==> src/rtl/bounce_mover_if.sv <==
// Bounce mover control/status bundle: motion controls in, sprite position and status out.
interface bounce_mover_if #(
    parameter int unsigned SPEED_W = 4
);
    logic               enable;
    logic               collision;
    logic               load_speed;
    logic [SPEED_W-1:0] speed_x_in;
    logic [SPEED_W-1:0] speed_y_in;
    logic               x_direction;
    logic               y_direction;
    logic [31:0]        topLeft_x;
    logic [31:0]        topLeft_y;
    logic               bounce;
    logic               recoil_active;

    // Driver side (stimulus / upstream controller)
    modport master (
        output enable, collision, load_speed, speed_x_in, speed_y_in,
        input  x_direction, y_direction, topLeft_x, topLeft_y, bounce, recoil_active
    );

    // Mover side
    modport slave (
        input  enable, collision, load_speed, speed_x_in, speed_y_in,
        output x_direction, y_direction, topLeft_x, topLeft_y, bounce, recoil_active
    );
endinterface

==> src/rtl/bounce_mover.sv <==
// Bounce mover: moves a sprite's top-left corner across the screen once per motion
// tick, bouncing off the border walls and recoiling from obstacle collisions.
// Optional build macro BOUNCE_MOVER_WRAP_EN: X axis wraps around instead of bouncing.
module bounce_mover #(
    parameter int unsigned SCREEN_W   = 640,
    parameter int unsigned SCREEN_H   = 480,
    parameter int unsigned OBJ_W      = 64,
    parameter int unsigned OBJ_H      = 64,
    parameter int unsigned BORDER     = 5,
    parameter int unsigned X_INIT     = 320,
    parameter int unsigned Y_INIT     = 240,
    parameter int unsigned TICK_DIV   = 125000,
    parameter int unsigned SPEED_W    = 4,
    parameter int unsigned SPEED_INIT = 1,
    parameter int unsigned COOLDOWN   = 8
) (
    input  logic            clk,
    input  logic            reset,
    bounce_mover_if.slave   bus
);

    localparam int unsigned X_MIN = BORDER;
    localparam int unsigned X_MAX = SCREEN_W - BORDER - OBJ_W;
    localparam int unsigned Y_MIN = BORDER;
    localparam int unsigned Y_MAX = SCREEN_H - BORDER - OBJ_H;
    localparam int unsigned CNT_W = (TICK_DIV > 1) ? $clog2(TICK_DIV) : 1;
    localparam int unsigned CD_W  = (COOLDOWN > 0) ? $clog2(COOLDOWN + 1) : 1;

    localparam logic signed [32:0] X_MIN_S = 33'(X_MIN);
    localparam logic signed [32:0] X_MAX_S = 33'(X_MAX);
    localparam logic signed [32:0] Y_MIN_S = 33'(Y_MIN);
    localparam logic signed [32:0] Y_MAX_S = 33'(Y_MAX);

    typedef enum logic [1:0] {
        MOVE   = 2'd0,
        RECOIL = 2'd1,
        FROZEN = 2'd2
    } state_t;

    state_t             state_q;
    logic [CNT_W-1:0]   cnt_q, cnt_d;
    logic [CD_W-1:0]    cd_q;
    logic [SPEED_W-1:0] spx_q, spy_q;
    logic [31:0]        x_q, x_d, y_q, y_d;
    logic               xdir_q, xdir_d, ydir_q, ydir_d;
    logic               bounce_q, bounce_d;
    logic               recoil_q;

    logic               tick;
    logic               coll_acc;
    logic               xdir_eff, ydir_eff;
    logic               x_hit, y_hit;
    logic signed [32:0] nx, ny;

    // Motion tick prescaler; frozen together with the rest of the mover when disabled
    always_comb begin
        tick  = 1'b0;
        cnt_d = cnt_q;
        if (bus.enable) begin
            if (cnt_q == CNT_W'(TICK_DIV - 1)) begin
                tick  = 1'b1;
                cnt_d = '0;
            end else begin
                cnt_d = cnt_q + CNT_W'(1);
            end
        end
    end

    // Tick counter register
    always_ff @(posedge clk or posedge reset) begin
        if (reset) begin
            cnt_q <= '0;
        end else begin
            cnt_q <= cnt_d;
        end
    end

    // Collision acceptance and effective directions; a FROZEN mover that is being
    // re-enabled behaves as MOVE this cycle so that no tick is lost on resume
    always_comb begin
        coll_acc = bus.enable && bus.collision && (state_q != RECOIL);
        xdir_eff = coll_acc ? ~xdir_q : xdir_q;
        ydir_eff = coll_acc ? ~ydir_q : ydir_q;
    end

    // Candidate positions, 33-bit signed so underflow below zero is visible
    always_comb begin
        nx = xdir_eff ? ($signed({1'b0, x_q}) - $signed(33'(spx_q)))
                      : ($signed({1'b0, x_q}) + $signed(33'(spx_q)));
        ny = ydir_eff ? ($signed({1'b0, y_q}) - $signed(33'(spy_q)))
                      : ($signed({1'b0, y_q}) + $signed(33'(spy_q)));
    end

    // X axis next state: bounce off walls (or wrap), wall clamp wins over inversion
    always_comb begin
        x_d    = x_q;
        xdir_d = xdir_eff;
        x_hit  = 1'b0;
        if (tick && (spx_q != '0)) begin
`ifdef BOUNCE_MOVER_WRAP_EN
            if (nx > X_MAX_S) begin
                x_d = 32'(X_MIN);
            end else if (nx < X_MIN_S) begin
                x_d = 32'(X_MAX);
            end else begin
                x_d = nx[31:0];
            end
`else
            if (nx <= X_MIN_S) begin
                x_d    = 32'(X_MIN);
                xdir_d = 1'b0;
                x_hit  = 1'b1;
            end else if (nx >= X_MAX_S) begin
                x_d    = 32'(X_MAX);
                xdir_d = 1'b1;
                x_hit  = 1'b1;
            end else begin
                x_d = nx[31:0];
            end
`endif
        end
    end

    // Y axis next state: always bounces off walls
    always_comb begin
        y_d    = y_q;
        ydir_d = ydir_eff;
        y_hit  = 1'b0;
        if (tick && (spy_q != '0)) begin
            if (ny <= Y_MIN_S) begin
                y_d    = 32'(Y_MIN);
                ydir_d = 1'b0;
                y_hit  = 1'b1;
            end else if (ny >= Y_MAX_S) begin
                y_d    = 32'(Y_MAX);
                ydir_d = 1'b1;
                y_hit  = 1'b1;
            end else begin
                y_d = ny[31:0];
            end
        end
    end

    // Any wall hit or accepted collision in a cycle collapses into one pulse
    always_comb begin
        bounce_d = x_hit | y_hit | coll_acc;
    end

    // Mode FSM with registered position, direction, speed and status outputs
    always_ff @(posedge clk or posedge reset) begin
        if (reset) begin
            state_q  <= MOVE;
            cd_q     <= '0;
            spx_q    <= SPEED_W'(SPEED_INIT);
            spy_q    <= SPEED_W'(SPEED_INIT);
            x_q      <= 32'(X_INIT);
            y_q      <= 32'(Y_INIT);
            xdir_q   <= 1'b0;
            ydir_q   <= 1'b0;
            bounce_q <= 1'b0;
            recoil_q <= 1'b0;
        end else begin
            x_q      <= x_d;
            y_q      <= y_d;
            xdir_q   <= xdir_d;
            ydir_q   <= ydir_d;
            bounce_q <= bounce_d;
            if (bus.load_speed) begin
                spx_q <= bus.speed_x_in;
                spy_q <= bus.speed_y_in;
            end
            case (state_q)
                MOVE: begin
                    if (!bus.enable) begin
                        state_q <= FROZEN;
                    end else if (coll_acc) begin
                        state_q  <= RECOIL;
                        cd_q     <= CD_W'(COOLDOWN);
                        recoil_q <= 1'b1;
                    end
                end
                RECOIL: begin
                    if (!bus.enable) begin
                        state_q  <= FROZEN;
                        cd_q     <= '0;
                        recoil_q <= 1'b0;
                    end else if (cd_q == '0) begin
                        state_q  <= MOVE;
                        recoil_q <= 1'b0;
                    end else if (tick) begin
                        cd_q <= cd_q - CD_W'(1);
                        if (cd_q == CD_W'(1)) begin
                            state_q  <= MOVE;
                            recoil_q <= 1'b0;
                        end
                    end
                end
                FROZEN: begin
                    cd_q <= '0;
                    if (bus.enable) begin
                        if (coll_acc) begin
                            state_q  <= RECOIL;
                            cd_q     <= CD_W'(COOLDOWN);
                            recoil_q <= 1'b1;
                        end else begin
                            state_q <= MOVE;
                        end
                    end
                end
                default: begin
                    state_q  <= MOVE;
                    cd_q     <= '0;
                    recoil_q <= 1'b0;
                end
            endcase
        end
    end

    // Drive the bus from the output registers
    assign bus.topLeft_x     = x_q;
    assign bus.topLeft_y     = y_q;
    assign bus.x_direction   = xdir_q;
    assign bus.y_direction   = ydir_q;
    assign bus.bounce        = bounce_q;
    assign bus.recoil_active = recoil_q;

endmodule
==> src/flat_wrapper.sv <==
// flat-port wrapper written by rule: the top's interface ports become plain ports
module bounce_mover_flat 
#(
    parameter int unsigned SCREEN_W   = 640,
    parameter int unsigned SCREEN_H   = 480,
    parameter int unsigned OBJ_W      = 64,
    parameter int unsigned OBJ_H      = 64,
    parameter int unsigned BORDER     = 5,
    parameter int unsigned X_INIT     = 320,
    parameter int unsigned Y_INIT     = 240,
    parameter int unsigned TICK_DIV   = 125000,
    parameter int unsigned SPEED_W    = 4,
    parameter int unsigned SPEED_INIT = 1,
    parameter int unsigned COOLDOWN   = 8
)
  (clk, reset, bus_enable, bus_collision, bus_load_speed, bus_speed_x_in, bus_speed_y_in, bus_x_direction, bus_y_direction, bus_topLeft_x, bus_topLeft_y, bus_bounce, bus_recoil_active);
  bounce_mover_if #(.SPEED_W(SPEED_W)) bus_i ();
  input  logic clk;
  input  logic reset;
  input wire logic [$bits(bus_i.enable)-1:0] bus_enable;
  input wire logic [$bits(bus_i.collision)-1:0] bus_collision;
  input wire logic [$bits(bus_i.load_speed)-1:0] bus_load_speed;
  input wire logic [$bits(bus_i.speed_x_in)-1:0] bus_speed_x_in;
  input wire logic [$bits(bus_i.speed_y_in)-1:0] bus_speed_y_in;
  output wire logic [$bits(bus_i.x_direction)-1:0] bus_x_direction;
  output wire logic [$bits(bus_i.y_direction)-1:0] bus_y_direction;
  output wire logic [$bits(bus_i.topLeft_x)-1:0] bus_topLeft_x;
  output wire logic [$bits(bus_i.topLeft_y)-1:0] bus_topLeft_y;
  output wire logic [$bits(bus_i.bounce)-1:0] bus_bounce;
  output wire logic [$bits(bus_i.recoil_active)-1:0] bus_recoil_active;
  assign bus_i.enable = bus_enable;
  assign bus_i.collision = bus_collision;
  assign bus_i.load_speed = bus_load_speed;
  assign bus_i.speed_x_in = bus_speed_x_in;
  assign bus_i.speed_y_in = bus_speed_y_in;
  assign bus_x_direction = bus_i.x_direction;
  assign bus_y_direction = bus_i.y_direction;
  assign bus_topLeft_x = bus_i.topLeft_x;
  assign bus_topLeft_y = bus_i.topLeft_y;
  assign bus_bounce = bus_i.bounce;
  assign bus_recoil_active = bus_i.recoil_active;
  bounce_mover #(.SCREEN_W(SCREEN_W), .SCREEN_H(SCREEN_H), .OBJ_W(OBJ_W), .OBJ_H(OBJ_H), .BORDER(BORDER), .X_INIT(X_INIT), .Y_INIT(Y_INIT), .TICK_DIV(TICK_DIV), .SPEED_W(SPEED_W), .SPEED_INIT(SPEED_INIT), .COOLDOWN(COOLDOWN)) u_core (.clk(clk), .reset(reset), .bus(bus_i));
endmodule
==> config.mk <==
export PLATFORM = sky130hd
export DESIGN_NAME = bounce_mover_flat
export DESIGN_NICKNAME = d
export VERILOG_FILES = /design/src/rtl/bounce_mover_if.sv /design/src/rtl/bounce_mover.sv /design/src/flat_wrapper.sv
export SDC_FILE = /design/constraint.sdc
export NUM_CORES = 1
export LEC_CHECK = 0
export ABC_AREA = 1
export BUFFER_PORTS_ARGS = -buffer_cell sky130_fd_sc_hd__buf_2
export CAP_MARGIN = 10
export CORE_MARGIN = 2
export CORE_UTILIZATION = 55
export DETAILED_ROUTE_END_ITERATION = 10
export PLACE_DENSITY = 0.84
export SLEW_MARGIN = 0
export SYNTH_ARGS = -nofsm -noshare
export SYNTH_HDL_FRONTEND = slang
export SYNTH_SLANG_ARGS = --single-unit
==> constraint.sdc <==
create_clock -name clk -period 3 [get_ports clk]
set_input_delay 0.3 -clock clk [delete_from_list [all_inputs] [get_ports clk]]
set_output_delay 0.3 -clock clk [all_outputs]
set_load 0.01 [all_outputs]
# == Word-level counts from Yosys, hierarchy flattened ==
# Cells that the tools add are included.
# word_totals
out_inout_bits,68
romBits,0
input_bits,13
mem_bits_rw,0
ff_bits,99
n_memories,0
latchBits,0
word_cells,99
# op_classes
shift,0
order_cmp,4
bitwise_logic,4
add_sub_neg,6
mul,0
muxes,47
div,0
eq_ne,15
reduce_logical,12
# op_table
op,count
2-to-1 mux 32 bit,4
adder 32 x 4 -> 33 bit,2
less-or-equal comparator 33 x 4 -> 1 bit (second input constant),2
2-to-1 mux 33 bit,2
subtractor 32 x 4 -> 33 bit,2
greater-or-equal comparator 33 x 10 -> 1 bit (second input constant),1
greater-or-equal comparator 33 x 11 -> 1 bit (second input constant),1
2-to-1 mux 4 bit,7
2-to-1 mux 1 bit,23
adder 17 x 1 -> 17 bit (second input constant),1
equality test 17 bit (second input constant),1
2-to-1 mux 17 bit,1
2-to-1 mux 2 bit,7
case mux 4 bit (3 select lines),1
AND reduction 4 bit,3
inequality test 2 x 1 -> 1 bit (second input constant),4
inequality test 4 x 2 -> 1 bit (second input constant),2
nonzero test 4 bit,2
inequality test 3 x 2 -> 1 bit (second input constant),2
case mux 2 bit (3 select lines),1
equality test 4 x 1 -> 1 bit (second input constant),1
logical AND 1 bit,4
logical NOT 4 bit,1
inequality test 2 bit (second input constant),2
9 further kinds,11

# == Longest topological paths before layout ==
# Gate-level depths: netlist of run 1.
# depth
depth_word,10
depth_mapped,31
depth_no_buf,31

# == Worst setup path after synthesis of run 1 ==
# Ideal clock, no wire load.
# synth_path
path_type,register to register
from,register u_core.state_q[1]
to,register u_core.xdir_q (netlist: u_core.bus.x_direction)
path_slack_ns,-0.149
synth_period_minus_slack_ns,3.149
stages_incl_launch_ff,26
n_path_buf,0
required_time_ns,2.887
arrival_time_ns,3.036
setup_time_ns,0.113
cell_sequence,dfrtp_1 -> inv_1 -> a21oi_2 -> or2_2 -> nand2_2 -> inv_1 -> or2_2 -> ha_1 -> nand2_1 -> nor2_1 -> and2_1 -> nand2_1 -> nand2_1 -> nand2_1 -> nand3_1 -> nand2_1 -> nor2_1 -> nand2_1 -> nor2_2 -> nand3_2 -> nand2_4 -> inv_4 -> nand2_2 -> nand2_1 -> nand2_1 -> inv_1
# synth_between
elab_chain_len,8
word_cells_on_any_way,9
cone_classes,2 x order compare; 1 x eq/ne; 5 x mux; 1 x reduce/logical
# synth_rtl
element,line_no,rtl
start: declaration,bounce_mover.sv:40,state_t state_q;
start signal: assignment,bounce_mover.sv:152,state_q <= MOVE;
start signal: assignment,bounce_mover.sv:175,state_q <= FROZEN;
start signal: assignment,bounce_mover.sv:177,state_q <= RECOIL;
inequality test 2 x 1 -> 1 bit *,bounce_mover.sv:81,coll_acc = bus.enable && bus.collision && (state_q != RECOIL);
logical AND 1 bit *,bounce_mover.sv:81,
2-to-1 mux 1 bit *,bounce_mover.sv:82,xdir_eff = coll_acc ? ~xdir_q : xdir_q;
2-to-1 mux 33 bit,bounce_mover.sv:88,"nx = xdir_eff ? ($signed({1'b0, x_q}) - $signed(33'(spx_q)))"
greater-or-equal comparator 33 x 11 -> 1 bit,bounce_mover.sv:113,end else if (nx >= X_MAX_S) begin
2-to-1 mux 1 bit,bounce_mover.sv:113,
2-to-1 mux 1 bit,bounce_mover.sv:109,if (nx <= X_MIN_S) begin
2-to-1 mux 1 bit *,bounce_mover.sv:99,if (tick && (spx_q != '0)) begin
named net u_core.xdir_d,bounce_mover.sv:45,"logic xdir_q, xdir_d, ydir_q, ydir_d;"
end signal: assignment,bounce_mover.sv:165,xdir_q <= xdir_d;
end: declaration,bounce_mover.sv:45,
# The timed path passes the listed nets; every way through them passes the cells marked *.
# A chain may end at the register's enable or synchronous reset.

# == Worst setup path after layout of run 1 ==
# Same ends and word-level chain as after synthesis.

==> impl_metrics.py, run 1 <==
metrics = {
    "setup_path": {
        "slowest_delay_ns": 0.39,
        "rrSetupSlack_ns": -0.64,
        "cp_common_cell": "nand2_1",
        "worst_ep_required_time_ns": 3.27,
        "critPathLaunch": "u_core.state_q[1]$_DFFE_PP0P_",
        "cp_data_arrival_time_ns": 3.91,
        "r2r_start": "u_core.state_q[1]$_DFFE_PP0P_",
        "crit_fanout": 7,
        "slowest_stage": "dfrtp_1",
        "startpoint_type": "flop",
        "worstSetupPathType": "flop to flop",
        "endpoint_kind": "flop",
    },
    "sta": {
        "slew_violations": 0,
        "rsz0062_at_grt": "true",
        "fin_setup_tns_ns": -12.16,
        "worst_pin_slew_ns": 0.7686,
        "clock_skew_ns": 0.009315,
        "fin_crit_sh_pct": 121.3,
        "hold_viol": 0,
        "worst_slack_ns": -0.6378,
        "setup_violations": 22,
        "maxSlewHeadroom_pct": 48.76,
        "final.min_clock_period_ns": 3.638,
        "fmax_mhz": 274.9,
    },
    "power_and_ir_drop": {
        "p_leak_nw": 7.891,
        "vdd_drop_max_v": 0.0004032,
        "pwr-share-clk_pct": 14.3,
        "combPwrFrac_pct": 67.6,
        "power.switching_w": 0.004064,
        "seqPwrFrac_pct": 18.1,
        "pwr_density_cell_nw_per_um2": 602.3,
        "p_int_w": 0.004501,
        "swShare_pct": 47.45,
    },
    "placement": {
        "port_buffers": 80,
        "place.gp.congestion": 1.005,
        "dpl_cell_area_um2": 12260,
        "place_hpwl_um": 25140,
    },
    "clock_network": {
        "clk_pin_slew_ns": 0.08,
        "cts.htree.levels": 3,
        "cts_root_buffer": "clkbuf_16",
        "numCtsBuffers": 9,
        "cts.sinks": 99,
        "cts_hold_buf": 0,
        "clock_path_buffers": 2,
        "cts_tree": "done",
        "worstSkewPairLatency_ns": 0.37,
    },
    "grt": {
        "grt_pass1_wl_um": 53270,
        "grt-ovfl-total": 0,
        "grt_usage_pct": 33.67,
        "grt_pass1_vias": 11680,
        "grt_max_degree": 62,
        "antenna_found_initial": 0,
    },
    "yosys": {
        "synthDistinctLibCells": 42,
        "synth-compound-area-share_pct": 4.803,
        "synth_area_um2": 10030,
        "avgSynthCellArea_um2": 5.821,
        "ys_warn_count": 0,
        "netlist_instances": 1723,
        "synth_top_family_by_area": "simple AND/OR/NAND/NOR gates",
        "synthSimpleGateAreaFrac_pct": 43.20,
        "synth.area.mux_share_pct": 0.09980,
        "syn-num-nets": 1810,
        "synth_fa_ha_area_share_pct": 9.381,
        "ys_seq_elements": 99,
        "synth_xor_area_share_pct": 3.144,
        "seq_area_frac_synth_pct": 24.80,
    },
    "layout": {
        "layout_commonest_cell": "nand2_1",
        "syn_to_final_growth_pct": 41.78,
        "final_design_area_no_fill_um2": 14220,
        "fin_nets": 2101,
        "layout_common_cells": "nand2_1 (528), inv_1 (342), buf_4 (191)",
        "diodes": 0,
        "drive_gt1_share_pct": 32.59,
    },
    "route": {
        "drc": 0,
        "drt_iter0_drc": 1013,
        "dr.pass1.iters": 8,
        "final_antenna_net_count": 0,
        "routed_via_density": 5.318,
        "drt_wl_total_um": 34760,
        "via_count": 11960,
        "wl_per_cell_um": 15.46,
    },
    "floorplanning": {
        "fp.dieH_um": 139.0,
        "core_area_um2": 17900,
        "initial_utilization_pct": 56.02,
        "placementRows": 49,
        "dieWidth_um": 139.0,
        "die-area_um2": 19330,
        "pin_count": 81,
    },
    "hold_path": {
        "hold_path_class": "input pin to asynchronous set/reset pin",
    },
    "run_status": {
        "outcome": "finished with violations",
        "failed_checks": "setup timing",
    },
    "flow_run": {
        "timing.max_cap.violations": 0,
    },
}
[metal layers]
layer	vias up	part of all wire, %	GRT usage (%)	routed length (um)
met5	-	0	0	0
met3	205	5.3	4.593	1841
met1	5466	37	36.67	12960
li1	5790	-	-	-
met2	494	50	61.76	17450
met4	0	7.2	20.68	2507
[cell usage after synthesis (all sizes together)]
cell type | number | share of area [%]
o21bai | 2 | 0.15
xor2 | 23 | 2.0
nand2 | 640 | 24
mux2i | 1 | 0.10
nand3 | 92 | 4.8
nor3b | 1 | 0.075
nand4 | 25 | 1.6
ha | 72 | 9.0
fa | 2 | 0.40
clkinv | 2 | 0.075
a21oi | 50 | 2.5
dfrtp | 91 | 23
a221oi | 1 | 0.087
o21ai | 35 | 1.7
nand3b | 10 | 0.75
clkbuf | 3 | 0.11
dfstp | 8 | 2.1
nor2 | 214 | 8.5
inv | 377 | 14
o211ai | 1 | 0.075
a21o | 1 | 0.075
nor3 | 29 | 1.7
xnor2 | 13 | 1.1
or2 | 5 | 0.31
and2 | 15 | 0.94
o21a | 1 | 0.075
nor4 | 3 | 0.19
buf | 5 | 0.25
a31oi | 1 | 0.062
[what timing repair did]
item                       in CTS  in global routing
gates cloned                    0                  1
gates resized for setup       176                179
setup buffers                  20                 10
pin swaps                      73                101
setup endpoints to repair      22                 22
[kinds of logic (layout without fill, tap and decap cells)]
group,after synthesis,count (layout)
buffers and inverters,387,683
xor gates and xnor gates,36,36
AOI/OAI and AO/OA,92,92
adders and majority gates,74,74
muxes,1,1
DFF,99,99
and+or+nand+nor,1034,1034
[final timing paths]
path                                                       endpoint  cells past startpoint
worst min-delay path                     u_core.cd_q[3]$_DFFE_PP0P_                      2
worst min register to register          u_core.cnt_q[4]$_DFFE_PP0P_                      1
min in group clk                        u_core.spy_q[3]$_DFFE_PP0P_                      3
worst max-delay path               u_core.bus.x_direction$_DFF_PP0_                     28
max in group asynchronous       u_core.bus.topLeft_y[5]$_DFFE_PP1P_                      3
worst max register to register     u_core.bus.x_direction$_DFF_PP0_                     28
[worst max-delay path: cells and delay by family (launching register included)]
family / cells / cell delay, ns
fa+ha+maj: 1 / 0.36
simple gates: 19 / 1.91
compound gates: 2 / 0.30
flops: 1 / 0.39
buf+inv: 6 / 0.58
[cell type report]
class / count / area [um2]
Multi-Input combinational cell: 1237 / 7637
Fill cell: 1231 / 3682
Sequential cell: 99 / 2487
Timing Repair Buffer: 288 / 2066
Inverter: 379 / 1445
Tap cell: 229 / 286.5
Clock buffer: 10 / 239.0
Clock inverter: 6 / 58.81
[power groups by stage]
stage / logic, W / registers, W / clock network (W)
6_report: 0.00579 / 0.00155 / 0.00123
3_3_place_gp: 0.00444 / 0.00156 / 0
4_1_cts: 0.00507 / 0.00154 / 0.00123
2_1_floorplan: 0.00281 / 0.00155 / 0
5_1_grt: 0.00630 / 0.00156 / 0.00128
3_5_place_dp: 0.00452 / 0.00156 / 0
[state kept, by name, indices dropped and copies added, names as in the netlist]
name	flops
u_core.bus.topLeft_x	32
u_core.bus.topLeft_y	32
u_core.cnt_q	17
u_core.cd_q	4
u_core.spx_q	4
u_core.spy_q	4
u_core.state_q	2
u_core.bus.bounce	1
u_core.bus.recoil_active	1
u_core.bus.x_direction	1
u_core.bus.y_direction	1
[through the flow]
| stage | power, W | hold slack, ns | worst slack (ns) | utilization [%] | std cells |
|---|---|---|---|---|---|
| after CTS | 0.007846 | 0.09202 | -0.4696 | 75.08 | 2238 |
| after global placement | 0.005995 | 0.4541 | -0.6460 | 68.48 | 2202 |
| after floorplan | 0.004360 | 0.3741 | -0.03559 | - | 1723 |
| after global routing | 0.009140 | 0.1403 | -0.7886 | 79.43 | 2248 |
| after detailed placement | 0.006087 | 0.4724 | -0.6913 | 68.48 | 2202 |
| final | 0.008565 | 0.05904 | -0.6378 | 79.43 | 2248 |
Note: power is estimated with default switching activity, not from simulation.
==> run 2, diff against run 1 <==
Settings changed: PLACE_DENSITY 0.84 to 0.81.
Clock period 3 ns to 4.5 ns, I/O delays scaled along.
==> impl_metrics.py, run 2 (synthesized netlist as in run 1, its figures left out) <==
metrics = {
    "run_status": {
        "outcome": "complete, no violations",
    },
    "floorplanning": {
        "core_area_um2": 17900,
        "die-area_um2": 19330,
        "fp.dieH_um": 139.0,
        "dieWidth_um": 139.0,
        "pin_count": 81,
        "initial_utilization_pct": 56.02,
        "placementRows": 49,
    },
    "sta": {
        "worst_pin_slew_ns": 0.7778,
        "fin_setup_tns_ns": 0,
        "fmax_mhz": 253.1,
        "slew_violations": 0,
        "setup_violations": 0,
        "fin_crit_sh_pct": 87.80,
        "hold_viol": 0,
        "final.min_clock_period_ns": 3.951,
        "maxSlewHeadroom_pct": 48.15,
        "clock_skew_ns": 0.007599,
        "rsz0062_at_grt": "false",
    },
    "setup_path": {
        "worstSetupPathType": "flop to flop",
        "endpoint_kind": "flop",
        "crit_fanout": 7,
        "worst_ep_required_time_ns": 4.78,
        "cp_data_arrival_time_ns": 4.23,
        "startpoint_type": "flop",
    },
    "route": {
        "via_count": 10360,
        "routed_via_density": 5.063,
        "final_antenna_net_count": 0,
        "drt_iter0_drc": 692,
        "dr.pass1.iters": 5,
        "drt_wl_total_um": 27460,
        "wl_per_cell_um": 13.42,
        "drc": 0,
    },
    "layout": {
        "layout_commonest_cell": "nand2_1",
        "drive_gt1_share_pct": 9.521,
        "layout_common_cells": "nand2_1 (626), inv_1 (364), nor2_1 (193)",
        "diodes": 0,
        "syn_to_final_growth_pct": 9.967,
        "final_util_pct": 61.61,
        "fillers": 1830,
        "fin_nets": 1899,
        "final_design_area_no_fill_um2": 11030,
    },
    "clock_network": {
        "cts_hold_buf": 0,
        "cts_resized": 0,
        "cts_root_buffer": "clkbuf_16",
        "cts.htree.levels": 3,
        "clock_path_buffers": 2,
        "cts_tree": "done",
        "numCtsBuffers": 9,
        "cts_setup_buffers": 0,
        "worstSkewPairLatency_ns": 0.37,
        "cts.sinks": 99,
        "clk_pin_slew_ns": 0.08,
    },
    "grt": {
        "grt-ovfl-total": 0,
        "grt_usage_pct": 28.84,
        "grt_pass1_vias": 9937,
        "grt_pass1_wl_um": 45700,
        "grt_max_degree": 60,
        "antenna_found_initial": 0,
    },
    "placement": {
        "place.gp.congestion": 0.9786,
        "dpl_cell_area_um2": 10730,
        "place_hpwl_um": 22360,
        "port_buffers": 80,
    },
    "flow_run": {
        "timing.max_cap.violations": 0,
    },
    "power_and_ir_drop": {
        "vdd_drop_max_v": 0.0002089,
        "total_power_w": 0.004234,
        "p_leak_nw": 6.576,
        "pwr_density_cell_nw_per_um2": 383.9,
    },
    "hold_path": {
        "hold_path_class": "input pin to asynchronous set/reset pin",
    },
}
[run 2: changes by cell type in the layout (fill, tap and decap cells not counted), sizes merged]
cell      before  now
buf          287   86
clkinvlp       3    1
clkbuf        11   10
clkinv         3    4
inv          379  380
[run 2: critical path, cell delays in order (launching register included)]
cell     delay [ns]
dfrtp_1        0.47
a21oi_2        0.12
or2_1          0.21
nand2_1        0.11
inv_1          0.10
or2_2          0.41
ha_1           0.40
nand2_1        0.12
nor2_2         0.14
inv_1          0.09
nor3_1         0.34
and2_1         0.19
nand2_1        0.11
nand3_1        0.09
nand2_1        0.07
nor2_1         0.08
nand2_1        0.05
nor2_1         0.17
nand3_1        0.15
nand3_1        0.17
nand2_1        0.12
nand2_1        0.08
inv_1          0.04
[run 2: per-layer routing]
layer  part of all wire [%]  vias to the layer above  track usage [%]  routed length (um)
met5                      0                        -                0                   0
met4                    5.4                        0            15.63                1484
met3                    4.2                      100            3.867                1148
met2                     49                      285            52.11               13390
met1                     42                     4592            32.96               11440
li1                       -                     5381                -                   -
[run 2: worst paths after layout]
check	slack (ns)	to	startpoint	cells past startpoint
min in group clk	0.28	u_core.spy_q[3]$_DFFE_PP0P_	bus_speed_y_in[3]	3
worst max register to register	0.55	u_core.bus.y_direction$_DFF_PP0_	u_core.state_q[0]$_DFFE_PP0P_	22
worst min-delay path	0.19	u_core.cd_q[3]$_DFFE_PP0P_	reset	2
worst max-delay path	0.55	u_core.bus.y_direction$_DFF_PP0_	u_core.state_q[0]$_DFFE_PP0P_	22
max in group asynchronous	3.33	u_core.bus.topLeft_x[23]$_DFFE_PP0P_	reset	3
worst min register to register	0.47	u_core.cnt_q[4]$_DFFE_PP0P_	u_core.cnt_q[4]$_DFFE_PP0P_	1
[run 2: layout make-up]
cell class                      instances  area [um2]  share of cell area [%]
Multi-Input combinational cell       1237        6086                   55.18
Sequential cell                        99        2487                   22.55
Inverter                              379        1428                   12.94
Timing Repair Buffer                   86       445.4                   4.039
Tap cell                              229       286.5                   2.598
Clock buffer                           10       239.0                   2.167
Clock inverter                          6       57.56                  0.5218
[run 2: through the flow]
stage / worst slack (ns) / std cells / hold slack (ns)
after floorplan: 1.280 / 1723 / 0.4416
after global placement: 0.3291 / 2030 / 0.4576
after detailed placement: 0.4017 / 2030 / 0.4601
after CTS: 0.5626 / 2046 / 0.2347
after global routing: 0.2266 / 2046 / 0.2650
final: 0.5490 / 2046 / 0.1865
[run 2: power by group]
| part | internal (W) | switching, W |
|---|---|---|
| registers | 0.000967 | 0.0000612 |
| logic | 0.000773 | 0.00161 |
| clock network | 0.000403 | 0.000415 |
